### src/rtl/au_nibble_serial_pkg.sv
// Shared definitions for the nibble-serial arithmetic sequencer.
// Contents: op codes, FSM state codes, nibble width and the B-operand
// select function used by the per-nibble AU_4 datapath.
package au_nibble_serial_pkg;

  localparam int NIBBLE_W = 4;

  typedef enum logic [1:0] {
    OP_ADD   = 2'b00,  // A + B + Cin
    OP_ADDNB = 2'b01,  // A + ~B + Cin (subtract when Cin = 1)
    OP_PASS  = 2'b10,  // A + Cin
    OP_DEC   = 2'b11   // A + all-ones + Cin (A - 1 + Cin)
  } op_e;

  typedef enum logic [1:0] {
    S_IDLE = 2'b00,
    S_RUN  = 2'b01,
    S_DONE = 2'b10
  } state_e;

  // B' as seen by the adder for one nibble.
  function automatic logic [NIBBLE_W-1:0] b_prime(input logic [NIBBLE_W-1:0] b,
                                                  input op_e op);
    logic [NIBBLE_W-1:0] r;
    r = b;
    case (op)
      OP_ADD:   r = b;
      OP_ADDNB: r = ~b;
      OP_PASS:  r = '0;
      OP_DEC:   r = '1;
      default:  r = b;
    endcase
    return r;
  endfunction

endpackage

### src/rtl/au_nibble_serial_au4.sv
// AU_4: 4-bit arithmetic unit, combinational, one nibble per use.
// Ports: a_i/b_i nibble operands, sel_i op select, cin_i carry-in;
//        sum_o nibble sum, cout_o carry-out, bp_msb_o top bit of B' (for overflow).
module au_nibble_serial_au4
  import au_nibble_serial_pkg::*;
(
  input  logic [NIBBLE_W-1:0] a_i,
  input  logic [NIBBLE_W-1:0] b_i,
  input  logic [1:0]          sel_i,
  input  logic                cin_i,
  output logic [NIBBLE_W-1:0] sum_o,
  output logic                cout_o,
  output logic                bp_msb_o
);

  logic [NIBBLE_W-1:0] bp;
  logic [NIBBLE_W:0]   full;

  always_comb begin
    bp       = b_prime(b_i, op_e'(sel_i));
    full     = {1'b0, a_i} + {1'b0, bp} + {{NIBBLE_W{1'b0}}, cin_i};
    sum_o    = full[NIBBLE_W-1:0];
    cout_o   = full[NIBBLE_W];
    bp_msb_o = bp[NIBBLE_W-1];
  end

endmodule

### src/rtl/au_nibble_serial.sv
// au_nibble_serial: wide add/subtract built by stepping one AU_4 across the
// operands LSB nibble first, chaining carry between nibbles.
// Ports: i_valid/o_ready accept an op (i_a, i_b, i_op, i_Cin); o_valid/i_ready
//        hand back o_result with o_Cout, o_zero, o_ovf. Result valid NIBBLES
//        cycles after acceptance; held until i_ready.
module au_nibble_serial
  import au_nibble_serial_pkg::*;
#(
  parameter int NIBBLES = 4
) (
  input  logic                          i_clk,
  input  logic                          i_rst_n,
  input  logic                          i_valid,
  output logic                          o_ready,
  input  logic [NIBBLE_W*NIBBLES-1:0]   i_a,
  input  logic [NIBBLE_W*NIBBLES-1:0]   i_b,
  input  logic [1:0]                    i_op,
  input  logic                          i_Cin,
  output logic                          o_valid,
  input  logic                          i_ready,
  output logic [NIBBLE_W*NIBBLES-1:0]   o_result,
  output logic                          o_Cout,
  output logic                          o_zero,
  output logic                          o_ovf
);

  localparam int W  = NIBBLE_W * NIBBLES;
  localparam int IW = $clog2(NIBBLES);
  localparam logic [IW-1:0] LAST = IW'(NIBBLES - 1);

  if (NIBBLES < 2 || NIBBLES > 8) begin : g_bad_param
    $error("au_nibble_serial: NIBBLES must be in 2..8");
  end

  state_e          state_q, state_d;
  logic [IW-1:0]   idx_q,   idx_d;
  logic [W-1:0]    a_q,     a_d;
  logic [W-1:0]    b_q,     b_d;
  op_e             op_q,    op_d;
  logic            c_q,     c_d;
  logic [W-1:0]    res_q,   res_d;
  logic            cout_q,  cout_d;
  logic            zero_q,  zero_d;
  logic            ovf_q,   ovf_d;

  logic [NIBBLE_W-1:0] au_a, au_b, au_sum;
  logic                au_cout, au_bp_msb;

  // The datapath only ever sees the current nibble of the latched operands.
  assign au_a = a_q[idx_q*NIBBLE_W +: NIBBLE_W];
  assign au_b = b_q[idx_q*NIBBLE_W +: NIBBLE_W];

  au_nibble_serial_au4 u_au4 (
    .a_i      (au_a),
    .b_i      (au_b),
    .sel_i    (op_q),
    .cin_i    (c_q),
    .sum_o    (au_sum),
    .cout_o   (au_cout),
    .bp_msb_o (au_bp_msb)
  );

  always_ff @(posedge i_clk or negedge i_rst_n) begin
    if (!i_rst_n) begin
      state_q <= S_IDLE;
      idx_q   <= '0;
      a_q     <= '0;
      b_q     <= '0;
      op_q    <= OP_ADD;
      c_q     <= 1'b0;
      res_q   <= '0;
      cout_q  <= 1'b0;
      zero_q  <= 1'b0;
      ovf_q   <= 1'b0;
    end else begin
      state_q <= state_d;
      idx_q   <= idx_d;
      a_q     <= a_d;
      b_q     <= b_d;
      op_q    <= op_d;
      c_q     <= c_d;
      res_q   <= res_d;
      cout_q  <= cout_d;
      zero_q  <= zero_d;
      ovf_q   <= ovf_d;
    end
  end

  always_comb begin
    state_d = state_q;
    idx_d   = idx_q;
    a_d     = a_q;
    b_d     = b_q;
    op_d    = op_q;
    c_d     = c_q;
    res_d   = res_q;
    cout_d  = cout_q;
    zero_d  = zero_q;
    ovf_d   = ovf_q;

    case (state_q)
      S_IDLE: begin
        if (i_valid) begin
          a_d     = i_a;
          b_d     = i_b;
          op_d    = op_e'(i_op);
          c_d     = i_Cin;
          idx_d   = '0;
          state_d = S_RUN;
        end
      end
      S_RUN: begin
        res_d[idx_q*NIBBLE_W +: NIBBLE_W] = au_sum;
        c_d   = au_cout;
        idx_d = idx_q + IW'(1);
        if (idx_q == LAST) begin
          // Top nibble: the flags see the fully assembled result, and the
          // sign bits of A, B' and R are all visible in this cycle.
          cout_d  = au_cout;
          zero_d  = (res_d == '0);
          ovf_d   = (a_q[W-1] & au_bp_msb & ~au_sum[NIBBLE_W-1]) |
                    (~a_q[W-1] & ~au_bp_msb & au_sum[NIBBLE_W-1]);
          idx_d   = '0;
          state_d = S_DONE;
        end
      end
      S_DONE: begin
        // i_valid is deliberately ignored here, even alongside i_ready.
        if (i_ready) state_d = S_IDLE;
      end
      default: state_d = S_IDLE;
    endcase
  end

  assign o_ready  = (state_q == S_IDLE);
  assign o_valid  = (state_q == S_DONE);
  assign o_result = res_q;
  assign o_Cout   = cout_q;
  assign o_zero   = zero_q;
  assign o_ovf    = ovf_q;

endmodule

### config.mk
export PLATFORM = sky130hd
export DESIGN_NAME = au_nibble_serial
export DESIGN_NICKNAME = d
export VERILOG_FILES = /design/src/rtl/au_nibble_serial_pkg.sv /design/src/rtl/au_nibble_serial_au4.sv /design/src/rtl/au_nibble_serial.sv
export SDC_FILE = /design/constraint.sdc
export NUM_CORES = 1
export LEC_CHECK = 0
export ABC_AREA = 1
export BUFFER_PORTS_ARGS = -buffer_cell sky130_fd_sc_hd__clkbuf_2
export CORE_ASPECT_RATIO = 1.4
export CORE_UTILIZATION = 35
export DETAILED_ROUTE_END_ITERATION = 7
export GPL_ROUTABILITY_DRIVEN = 0
export GPL_TIMING_DRIVEN = 1
export PLACE_DENSITY_LB_ADDON = 0.25
export SLEW_MARGIN = 10
export SYNTH_ARGS = -nofsm -noshare
export SYNTH_HDL_FRONTEND = slang
export SYNTH_SLANG_ARGS = --single-unit
export TNS_END_PERCENT = 1
### constraint.sdc
create_clock -name i_clk -period 2.7 [get_ports i_clk]
set_input_delay 0.135 -clock i_clk [delete_from_list [all_inputs] [get_ports i_clk]]
set_output_delay 0.135 -clock i_clk [all_outputs]
set_load 0.02 [all_outputs]
==> results of run 1 <==
## flip-flops by register name, summed over array words and instances, names as in the netlist
signal	flops
a_q	16
b_q	16
c_q	1
idx_q	2
o_Cout	1
o_ovf	1
o_result	16
o_zero	1
op_q	2
state_q	2
## routing by layer
metal | up-vias | wire (um) | global-route usage (%)
met3 | 20 | 315 | 4.30
met2 | 70 | 3770 | 30.3
met5 | - | 0 | 0
met4 | 0 | 294 | 10.4
li1 | 1488 | - | -
met1 | 1289 | 3250 | 21.6
## kinds of logic (layout without fill, tap and decap cells)
family	after synthesis	after routing
simple gates	238	238
flops	58	58
compound gates	52	52
buf+inv	51	150
fa+ha+maj	11	11
mux	2	2
xor+xnor	1	1
## what timing repair did
item                                   4_1_cts  5_1_grt
endpoints found under the hold margin       81        0
pin swaps                                    1        1
setup endpoints to repair                    1        6
hold buffers                                24        0
resized for setup                            4        4
## metrics by stage
step	hold slack (ns)	instance area, um2	power (mW)	setup TNS (ns)	setup WS (ns)
6_report	0.00553	4120	5.88	-0.0395	-0.0395
5_1_grt	0.00768	4120	6.46	-0.434	-0.268
4_1_cts	0.000329	4110	5.93	-0.0396	-0.0396
3_5_place_dp	0.332	3580	4.81	-0.0881	-0.0881
3_3_place_gp	0.326	3580	4.75	-0.0229	-0.0229
2_1_floorplan	-0.161	3160	3.94	-0.0469	-0.0469
## worst max-delay path: stages, from the launching register on
cell     delay [ns]
dfrtp_2        0.44
inv_4          0.09
nand2_2        0.05
a22oi_2        0.19
mux2i_1        0.20
inv_1          0.07
fa_2           0.35
fa_2           0.56
nor2_2         0.06
nand3_1        0.09
nand2_1        0.05
inv_1          0.06
nand3_1        0.07
nor2_1         0.09
nand2_1        0.05
nor2_1         0.11
nand3_1        0.09
nand2_1        0.06
## layout make-up
type	count	area [um2]	area share, %
multi-input combinational	304	1470	35.7
sequential	58	1450	35.3
timing repair buffer	98	656	15.9
clock buffer	11	243	5.89
inverter	36	138	3.34
tap	105	131	3.19
clock inverter	5	30.0	0.729
## worst min-delay path by stage
| stage | endpoint | slack [ns] | depth (start not counted) |
|---|---|---|---|
| floorplan | a_q[0]$_DFFE_PN0P_ | -0.16 | 0 |
| finish | b_q[7]$_DFFE_PN0P_ | 0.006 | 3 |
| CTS | a_q[1]$_DFFE_PN0P_ | 0.0003 | 3 |
| global route | b_q[13]$_DFFE_PN0P_ | 0.008 | 3 |
| global placement | o_result[12]$_DFFE_PN0P_ | 0.33 | 2 |
| detailed placement | state_q[1]$_DFFE_PN0P_ | 0.33 | 2 |
## synth_stat cells, drive strengths merged
master,instances
nor2,41
o21ai,25
a32o,2
clkbuf,5
or2,1
buf,10
ha,9
o31ai,1
dfrtp,58
a32oi,1
inv,36
mux2i,2
nand3,17
fa,2
o22ai,4
o21bai,1
a22oi,1
o211ai,2
a31oi,7
nand2,177
xor2,1
a21oi,8
nand4,2
## power by group through the flow
stage / logic (mW) / clock network, mW / registers [mW]
after floorplan: 2.31 / 0 / 1.63
after global placement: 3.20 / 0 / 1.55
after detailed placement: 3.25 / 0 / 1.56
after CTS: 3.32 / 1.05 / 1.55
after global routing: 3.77 / 1.08 / 1.60
final: 3.30 / 1.03 / 1.55
==> key figures, run 1 <==
Clock tree
  – CTS Buffer Depth: 2
  – TritonCTS Buffers: 9
  – Clock Latency Late Sink: 0.33 ns
  – Clock sinks: 58
  – Number of H-tree levels: 3
  – Clock-pin slew of the registers on the worst-case setup and hold paths: 0.05 ns
  – CTS tree: yes
  – Clock root buffer master: clkbuf_16
  – Post-CTS setup buffers: 0

Die
  – Core box area: 8660 um2
  – Die area: 9380 um2
  – Die height: 114 um
  – FP Rows: 40
  – I/O pin cnt: 60
  – DIE WIDTH: 82.2 um
  – Initial Utilization: 36.4%

Pwr
  – Lkg Pwr: 2.16 nW
  – Pwr per Cell Area: 1430 nW/um2
  – VDD IR max: 0.000634 V
  – Clock power frac: 17.5%
  – Switching part of the total: 47.1%
  – Int Pwr: 3.11 mW
  – Switching power: 2.77 mW
  – Sequential Power Share: 26.3%
  – Combinational Power Share: 56.2%

Drt
  – WL final: 7.63 mm
  – Vias: 2867
  – Drt first pass iters: 4
  – Post-route ant nets: 0
  – DRT iter0 DRCs: 126
  – Drt drc: 0
  – Routed length per placed instance: 12.4 um
  – Via density: 4.65

Layout
  – Commonest cells after routing, fill and taps aside: nand2_1 (173), clkbuf_2 (59), dfrtp_1 (57)
  – Growth of design area from synthesis to finish: 30.9%
  – Final core occ: 47.6%
  – Fillers: 895
  – Antenna diodes: 0
  – Fraction of layout cells with a size suffix above 1: 22.1%
  – Layout Cells excl Fill: 617
  – Final #Nets: 557
  – Commonest non-fill, non-tap cell in the layout: nand2_1

Min path
  – Hold_sp: i_b[7]
  – HP Class: in2reg

Synth
  – Synth Area in Adders: 4.85%
  – Warnings, synthesis: 0
  – Post-Synth XOR/XNOR Area: 0.278%
  – Cell Area, Synth: 3150 um2
  – Mux contribution to synthesized area: 0.636%
  – Post-synthesis simple-gate area fraction: 30.2%
  – Distinct cells, synth: 32
  – Main combinational cell family by area after synthesis: simple AND/OR/NAND/NOR gates
  – Synth top area cells: dfrtp_1 (46%), nand2_1 (21%), nor2_1 (4.5%), inv_1 (4.1%), ha_1 (3.6%)
  – Synth area leader: dfrtp_1
  – Syn Inst Count: 413
  – Sequential share of the synthesized area: 46.1%
  – Yosys reg bits: 58
  – Mean Syn Cell Area: 7.62 um2
  – Top-area cell type share of the netlist area: 46.1%
  – Synth Area in Compound Gates: 10.1%
  – Net Count, Synth: 463

STA
  – Actual slew at the worst max-slew pin: 0.723 ns
  – RSZ-0062 raised after global routing: true
  – Worst Clk Skew: 0.00702 ns
  – Max Clk Rate: 0.365 GHz
  – Final Hold Fails: 0
  – Relative slew margins: 51.8%
  – Tcrit/Tclk final: 101%
  – Final WS setup: -0.0395 ns
  – Fin. max-slew vios: 0
  – Min Tclk post-route: 2.74 ns
  – Setup violators final: 1

Critical path
  – Worst r2r src: idx_q[0]$_DFFE_PN0P_
  – Max FO, Critical Path: 5
  – Worst setup SP type: flip-flop
  – CP endpoint: o_zero$_DFFE_PN0P_
  – Critical path required time: 2.97 ns
  – Critical Path AT: 3.01 ns
  – R2R depth: 17
  – Worst setup EP type: flip-flop
  – FF-to-FF End: o_zero$_DFFE_PN0P_
  – R2R Setup Slk: -0.04 ns
  – Critical path class: reg2reg
  – CP startpoint: idx_q[0]$_DFFE_PN0P_

Run
  – Max cap viols: 0

Placement
  – Placed cell count: 577
  – # port buffers: 59
  – Detail Placement HPWL: 5.66 mm

GRT
  – Overflow after GRT: 0
  – Largest net degree at the start of global routing: 59
  – First-pass GRT wire length: 12.9 mm
  – Vias in the first global route: 2861
  – GRT Util Overall: 18.5%
  – Antenna violations before repair: 0

Run status
  – Failing checks: negative setup slack
  – Status: finished, violations left
No activity file was read; power rests on OpenSTA's default activity.
==> inputs of run 2 (changes only) <==
- SETUP_SLACK_MARGIN: not set -> 0.1
==> key figures, run 2 (same netlist as run 1, synthesis figures left out) <==
Run status
  – Status: finished, violations left
  – Failing checks: negative setup slack

Die
  – Die height: 114 um (unchanged)
  – Core box area: 8660 um2 (unchanged)
  – DIE WIDTH: 82.2 um (unchanged)
  – Initial Utilization: 36.4% (unchanged)
  – FP Rows: 40 (unchanged)
  – I/O pin cnt: 60 (unchanged)
  – Die area: 9380 um2 (unchanged)

GRT
  – GR Util met2: 30.3% (unchanged)
  – GRT busiest layer: met2
  – Vias in the first global route: 2861 (unchanged)
  – Antenna violations before repair: 0 (unchanged)
  – First-pass GRT wire length: 12.9 mm (unchanged)
  – Met1 usage: 21.6% (unchanged)
  – GRT Util Overall: 18.5% (unchanged)
  – Largest net degree at the start of global routing: 59 (unchanged)
  – Overflow after GRT: 0 (unchanged)
  – Met3 Usage GRT: 4.30% (unchanged)

Critical path
  – Critical path required time: 2.97 ns (about the same)
  – Max FO, Critical Path: 5 (unchanged)
  – R2R depth: 17 (unchanged)
  – Crit-path cells: inv_4 -> nand2_2 -> a22oi_2 -> mux2i_1 -> inv_1 -> fa_2 -> fa_2 -> nor2_2 -> nand3_1 -> nand2_1 -> inv_1 -> nand3_1 -> nor2_1 -> nand2_1 -> nor2_1 -> nand3_1 -> nand2_1
  – CP peak stage delay: 0.56 ns (about the same)
  – R2R Setup Slk: -0.04 ns (about the same)
  – Worst setup EP type: flip-flop
  – Critical Path AT: 3.01 ns (about the same)
  – Worst setup SP type: flip-flop
  – FF-to-FF End: o_zero$_DFFE_PN0P_
  – Slowest cell on crit path: fa_2
  – Critical path class: reg2reg
  – Worst r2r src: idx_q[0]$_DFFE_PN0P_

Clock tree
  – Post-CTS setup buffers: 0 (unchanged)
  – CTS tree: yes
  – Clock root buffer master: clkbuf_16
  – TritonCTS Buffers: 9 (unchanged)
  – CTS Buffer Depth: 2 (unchanged)
  – Number of H-tree levels: 3 (unchanged)
  – Clock Latency Late Sink: 0.33 ns (about the same)
  – Clock-pin slew of the registers on the worst-case setup and hold paths: 0.05 ns (about the same)
  – Clock sinks: 58 (unchanged)

Layout
  – Final #Nets: 557 (unchanged)
  – Growth of design area from synthesis to finish: 30.9% (unchanged)
  – Fraction of layout cells with a size suffix above 1: 22.1% (unchanged)
  – Design area: 4120 um2 (unchanged)
  – Layout Cells excl Fill: 617 (unchanged)
  – Commonest non-fill, non-tap cell in the layout: nand2_1
  – Antenna diodes: 0 (unchanged)
  – Commonest cells after routing, fill and taps aside: nand2_1 (173), clkbuf_2 (59), dfrtp_1 (57)

STA
  – Relative slew margins: 51.8% (about the same)
  – RSZ-0062 raised after global routing: true
  – Setup violators final: 1 (unchanged)
  – Final Hold Fails: 0 (unchanged)
  – Min Tclk post-route: 2.74 ns (+0.00000530 ns)
  – Tcrit/Tclk final: 101% (about the same)
  – Final WS setup: -0.0395 ns (-0.00000530 ns)
  – Max Clk Rate: 0.365 GHz (unchanged)
  – Worst hold slack: 0.00564 ns (+0.000112 ns)
  – Worst Clk Skew: 0.00702 ns (+0.0000000500 ns)
  – Fin. max-slew vios: 0 (unchanged)
  – Actual slew at the worst max-slew pin: 0.723 ns (-0.0000556 ns)

Pwr
  – Lkg Pwr: 2.16 nW (about the same)
  – Switching power: 2.77 mW (about the same)
  – Pwr per Cell Area: 1430 nW/um2 (about the same)
  – Sequential Power Share: 26.3% (about the same)
  – Combinational Power Share: 56.2% (about the same)
  – Int Pwr: 3.11 mW (about the same)
  – Clock power frac: 17.5% (about the same)
  – VDD IR max: 0.000634 V (about the same)
  – Switching part of the total: 47.1% (about the same)

Drt
  – WL final: 7.63 mm (about the same)
  – Drt drc: 0 (unchanged)
  – Post-route ant nets: 0 (unchanged)
  – Drt first pass iters: 4 (unchanged)
  – Vias: 2863 (-0.14%)
  – Via density: 4.64 (-0.14%)
  – DRT iter0 DRCs: 122 (-3.2%)
  – Routed length per placed instance: 12.4 um (about the same)

Run
  – Max cap viols: 0 (unchanged)

Min path
  – WHS Path Cells: 3 (unchanged)
  – HP Class: in2reg
  – Hold_sp: i_b[7]
  – Hold Path End: b_q[7]$_DFFE_PN0P_

Placement
  – DP Area: 3580 um2 (unchanged)
  – Detail Placement HPWL: 5.66 mm (unchanged)
  – Placed cell count: 577 (unchanged)
  – # port buffers: 59 (unchanged)
[run 2: cell counts in the layout (fill, tap and decap cells not counted)]
No cell type changed its count.
[run 2: stage by stage]
| step | total power [mW] | worst slack (ns) | setup TNS [ns] | util, % |
|---|---|---|---|---|
| 2_1_floorplan | 3.94 | -0.0469 | -0.0469 | - |
| 3_3_place_gp | 4.75 | -0.0229 | -0.0229 | 41.4 |
| 3_5_place_dp | 4.81 | -0.0881 | -0.0881 | 41.4 |
| 4_1_cts | 5.93 | -0.0396 | -0.0396 | 47.5 |
| 5_1_grt | 6.46 | -0.268 | -0.434 | 47.6 |
| 6_report | 5.88 | -0.0395 | -0.0395 | 47.6 |
[run 2: final cells by class]
class                           instances  area, um2
Clock inverter                          5       30.0
Clock buffer                           11        243
Tap cell                              105        131
Inverter                               36        138
Multi-Input combinational cell        304       1470
Sequential cell                        58       1450
Fill cell                             895       4540
Timing Repair Buffer                   98        656
[run 2: worst max path at each step]
stage / start / end / slack, ns
after floorplan: idx_q[0]$_DFFE_PN0P_ / o_zero$_DFFE_PN0P_ / -0.05
after global placement: idx_q[0]$_DFFE_PN0P_ / o_zero$_DFFE_PN0P_ / -0.02
after detailed placement: idx_q[0]$_DFFE_PN0P_ / o_zero$_DFFE_PN0P_ / -0.09
after CTS: idx_q[0]$_DFFE_PN0P_ / o_zero$_DFFE_PN0P_ / -0.04
after global routing: idx_q[0]$_DFFE_PN0P_ / o_zero$_DFFE_PN0P_ / -0.27
final: idx_q[0]$_DFFE_PN0P_ / o_zero$_DFFE_PN0P_ / -0.04
[run 2: what timing repair did]
| item | CTS | global route |
|---|---|---|
| resized for setup | 4 | 5 |
| endpoints found under the hold margin | 81 | 0 |
| pin swaps | 1 | 1 |
| setup endpoints to repair | 4 | 12 |
| hold buffers | 24 | 0 |
[run 2: power groups by stage]
stage / clock [mW] / combinational [mW] / sequential (mW)
floorplan: 0 / 2.31 / 1.63
CTS: 1.05 / 3.32 / 1.55
global placement: 0 / 3.20 / 1.55
detailed placement: 0 / 3.25 / 1.56
global route: 1.08 / 3.77 / 1.60
finish: 1.03 / 3.31 / 1.55
[run 2: per-layer routing]
metal	vias to the layer above	wire length, um
met2	68	3770
met3	20	310
li1	1488	-
met1	1287	3250
met4	0	294
met5	-	0
[run 2: worst max-delay path, delay by kind of cell (launching register included)]
kind	cells	cell delay (ns)
AOI/OAI and AO/OA	1	0.19
adders and majority gates	2	0.91
buffers and inverters	3	0.22
DFF	1	0.44
muxes	1	0.20
and+or+nand+nor	10	0.72
==> inputs of run 3 (changes only) <==
- CORE_UTILIZATION: 35 -> 50
- GPL_TIMING_DRIVEN: 1 -> 0
==> key figures, run 3 (same netlist as run 1, synthesis figures left out) <==
Run status
  – Status: finished, violations left
  – Failing checks: negative setup slack

Critical path
  – Worst setup SP type: flip-flop
  – Delay-heaviest family, CP: adder cells
  – CP startpoint: idx_q[0]$_DFFE_PN0P_
  – Worst setup EP type: flip-flop
  – Critical path required time: 2.98 ns (about the same)
  – Critical path class: reg2reg
  – Slowest cell on crit path: fa_2
  – Max FO, Critical Path: 10 (+5)
  – Crit-path cells: buf_6 -> buf_8 -> a21oi_4 -> a22oi_2 -> mux2i_1 -> inv_1 -> fa_2 -> fa_2 -> nor2_2 -> nand3_2 -> nand2_1 -> inv_1 -> nand3_1 -> nor2_1 -> nand2_1 -> nor2_2 -> nand3_1 -> nand2_1
  – Worst r2r src: idx_q[0]$_DFFE_PN0P_
  – Critical path buffer and inverter count: 4 (+1)
  – Cell mode on critical path: nand2_1
  – CP peak stage delay: 0.56 ns (about the same)
  – Critical Path AT: 3.24 ns (+0.23 ns)

Drt
  – Routed length per placed instance: 13.4 um (+8.4%)
  – Post-route ant nets: 0 (unchanged)
  – WL final: 7.96 mm (+4.3%)
  – Via density: 5.07 (+9.2%)
  – Vias: 3010 (+5.1%)
  – Drt first pass iters: 5 (+1)
  – DRT iter0 DRCs: 161 (+32%)
  – Drt drc: 0 (unchanged)

GRT
  – First-pass GRT wire length: 13.0 mm (+0.59%)
  – Vias in the first global route: 2920 (+2.1%)
  – Largest net degree at the start of global routing: 59 (unchanged)
  – Overflow after GRT: 0 (unchanged)
  – GRT Util Overall: 25.6% (+7.2 points)
  – Antenna violations before repair: 0 (unchanged)

Clock tree
  – Clock Latency Late Sink: 0.34 ns (about the same)
  – Clock root buffer master: clkbuf_8
  – Number of H-tree levels: 3 (unchanged)
  – CTS Buffer Depth: 2 (unchanged)
  – Clock sinks: 58 (unchanged)
  – Clock-pin slew of the registers on the worst-case setup and hold paths: 0.07 ns (+0.02 ns)
  – CTS tree: yes
  – TritonCTS Buffers: 9 (unchanged)

Die
  – FP Rows: 33 (-18%)
  – Initial Utilization: 52.9% (+17 points)
  – Die area: 6620 um2 (-29%)
  – I/O pin cnt: 60 (unchanged)
  – Die height: 95.9 um (-16%)
  – DIE WIDTH: 69.1 um (-16%)
  – Core box area: 5950 um2 (-31%)

Min path
  – Hold_sp: i_a[15]
  – HP Class: in2reg

Layout
  – Commonest non-fill, non-tap cell in the layout: nand2_1
  – Antenna diodes: 0 (unchanged)
  – Final #Nets: 570 (+2.3%)
  – Fraction of layout cells with a size suffix above 1: 22.1% (+0.067 points)
  – Commonest cells after routing, fill and taps aside: nand2_1 (173), clkbuf_2 (58), dfrtp_1 (56)
  – Layout Cells excl Fill: 594 (-3.7%)
  – Growth of design area from synthesis to finish: 31.3%
  – Final core occ: 69.5% (+22 points)
  – Fillers: 502 (-44%)
  – Design area: 4130 um2 (+0.33%)

STA
  – Final Hold Fails: 0 (unchanged)
  – Tcrit/Tclk final: 109% (+8.0 points)
  – Fin. max-slew vios: 0 (unchanged)
  – Setup TNS: -0.255 ns (-0.215 ns)
  – Final WS setup: -0.255 ns (-0.215 ns)
  – Min Tclk post-route: 2.95 ns (+0.215 ns)
  – Relative slew margins: 48.7% (-3.2 points)
  – Max Clk Rate: 0.338 GHz (-7.3%)
  – RSZ-0062 raised after global routing: true
  – Worst Clk Skew: 0.0101 ns (+0.00303 ns)
  – Setup violators final: 1 (unchanged)
  – Worst hold slack: 0.00958 ns (+0.00395 ns)
  – Actual slew at the worst max-slew pin: 0.770 ns (+0.0474 ns)

Placement
  – Detail Placement HPWL: 5.38 mm (-4.8%)
  – DP Worst Slack: -0.540 ns (-0.452 ns)
  – DP Area: 3540 um2 (-1.1%)
  – Placed cell count: 542 (-6.1%)
  – # port buffers: 59 (unchanged)

Pwr
  – Tot Pwr: 5.75 mW (-2.2%)
  – VDD IR max: 0.000762 V (+20%)
  – Lkg Pwr: 2.18 nW (+0.88%)
  – Pwr per Cell Area: 1390 nW/um2 (-2.5%)

Run
  – Max cap viols: 0 (unchanged)
-- run 3: cell count changes in the layout (fill, tap and decap cells not counted), moves of 2 or more --
cell / change
clkbuf_1: +5
buf_8: +3
a21oi_1: -2
clkbuf_8: +10
buf_4: -8
buf_6: +3
clkbuf_16: -9
dlygate4sd3_1: +9
clkinvlp_4: -2
-- run 3: final timing paths --
check / to / cells past startpoint / slack, ns
worst max-delay path: o_zero$_DFFE_PN0P_ / 18 / -0.25
worst min-delay path: a_q[15]$_DFFE_PN0P_ / 3 / 0.01
worst max register to register: o_zero$_DFFE_PN0P_ / 18 / -0.25
worst min register to register: a_q[10]$_DFFE_PN0P_ / 2 / 0.48
max in group asynchronous: idx_q[1]$_DFFE_PN0P_ / 2 / 1.72
min in group asynchronous: o_result[4]$_DFFE_PN0P_ / 2 / 0.43
-- run 3: area by class of cell --
| class | instances | area (um2) | area share, % |
|---|---|---|---|
| Buffer | 15 | 133 | 3.21 |
| Clock buffer | 12 | 155 | 3.75 |
| Clock inverter | 3 | 15.0 | 0.363 |
| Inverter | 36 | 138 | 3.33 |
| Multi-Input combinational cell | 304 | 1490 | 36.1 |
| Sequential cell | 58 | 1450 | 35.2 |
| Tap cell | 70 | 87.6 | 2.12 |
| Timing Repair Buffer | 96 | 658 | 15.9 |
-- run 3: tightest hold or removal path: cells and delay by family --
family          cells  cell delay [ns]
buf+inv             1             0.08
compound gates      1             0.06
simple gates        1             0.04
-- run 3: per-layer routing --
metal	global-route usage, %	vias up	wire length [um]
met5	0	-	0
met4	13.4	0	254
met3	6.39	19	296
met2	47.2	80	4230
met1	27.1	1389	3180
li1	-	1522	-
-- run 3: power breakdown --
group          internal, mW  switching [mW]
Clock                 0.373           0.332
Sequential             1.28           0.267
Combinational          1.28            2.22
-- run 3: repair_timing --
item,in CTS,in global routing
hold endpoints to repair,90,0
hold buffers,33,0
setup endpoints to repair,14,12
setup buffers,4,0
gates cloned,0,0
pin swaps,2,3
gates resized for setup,15,3
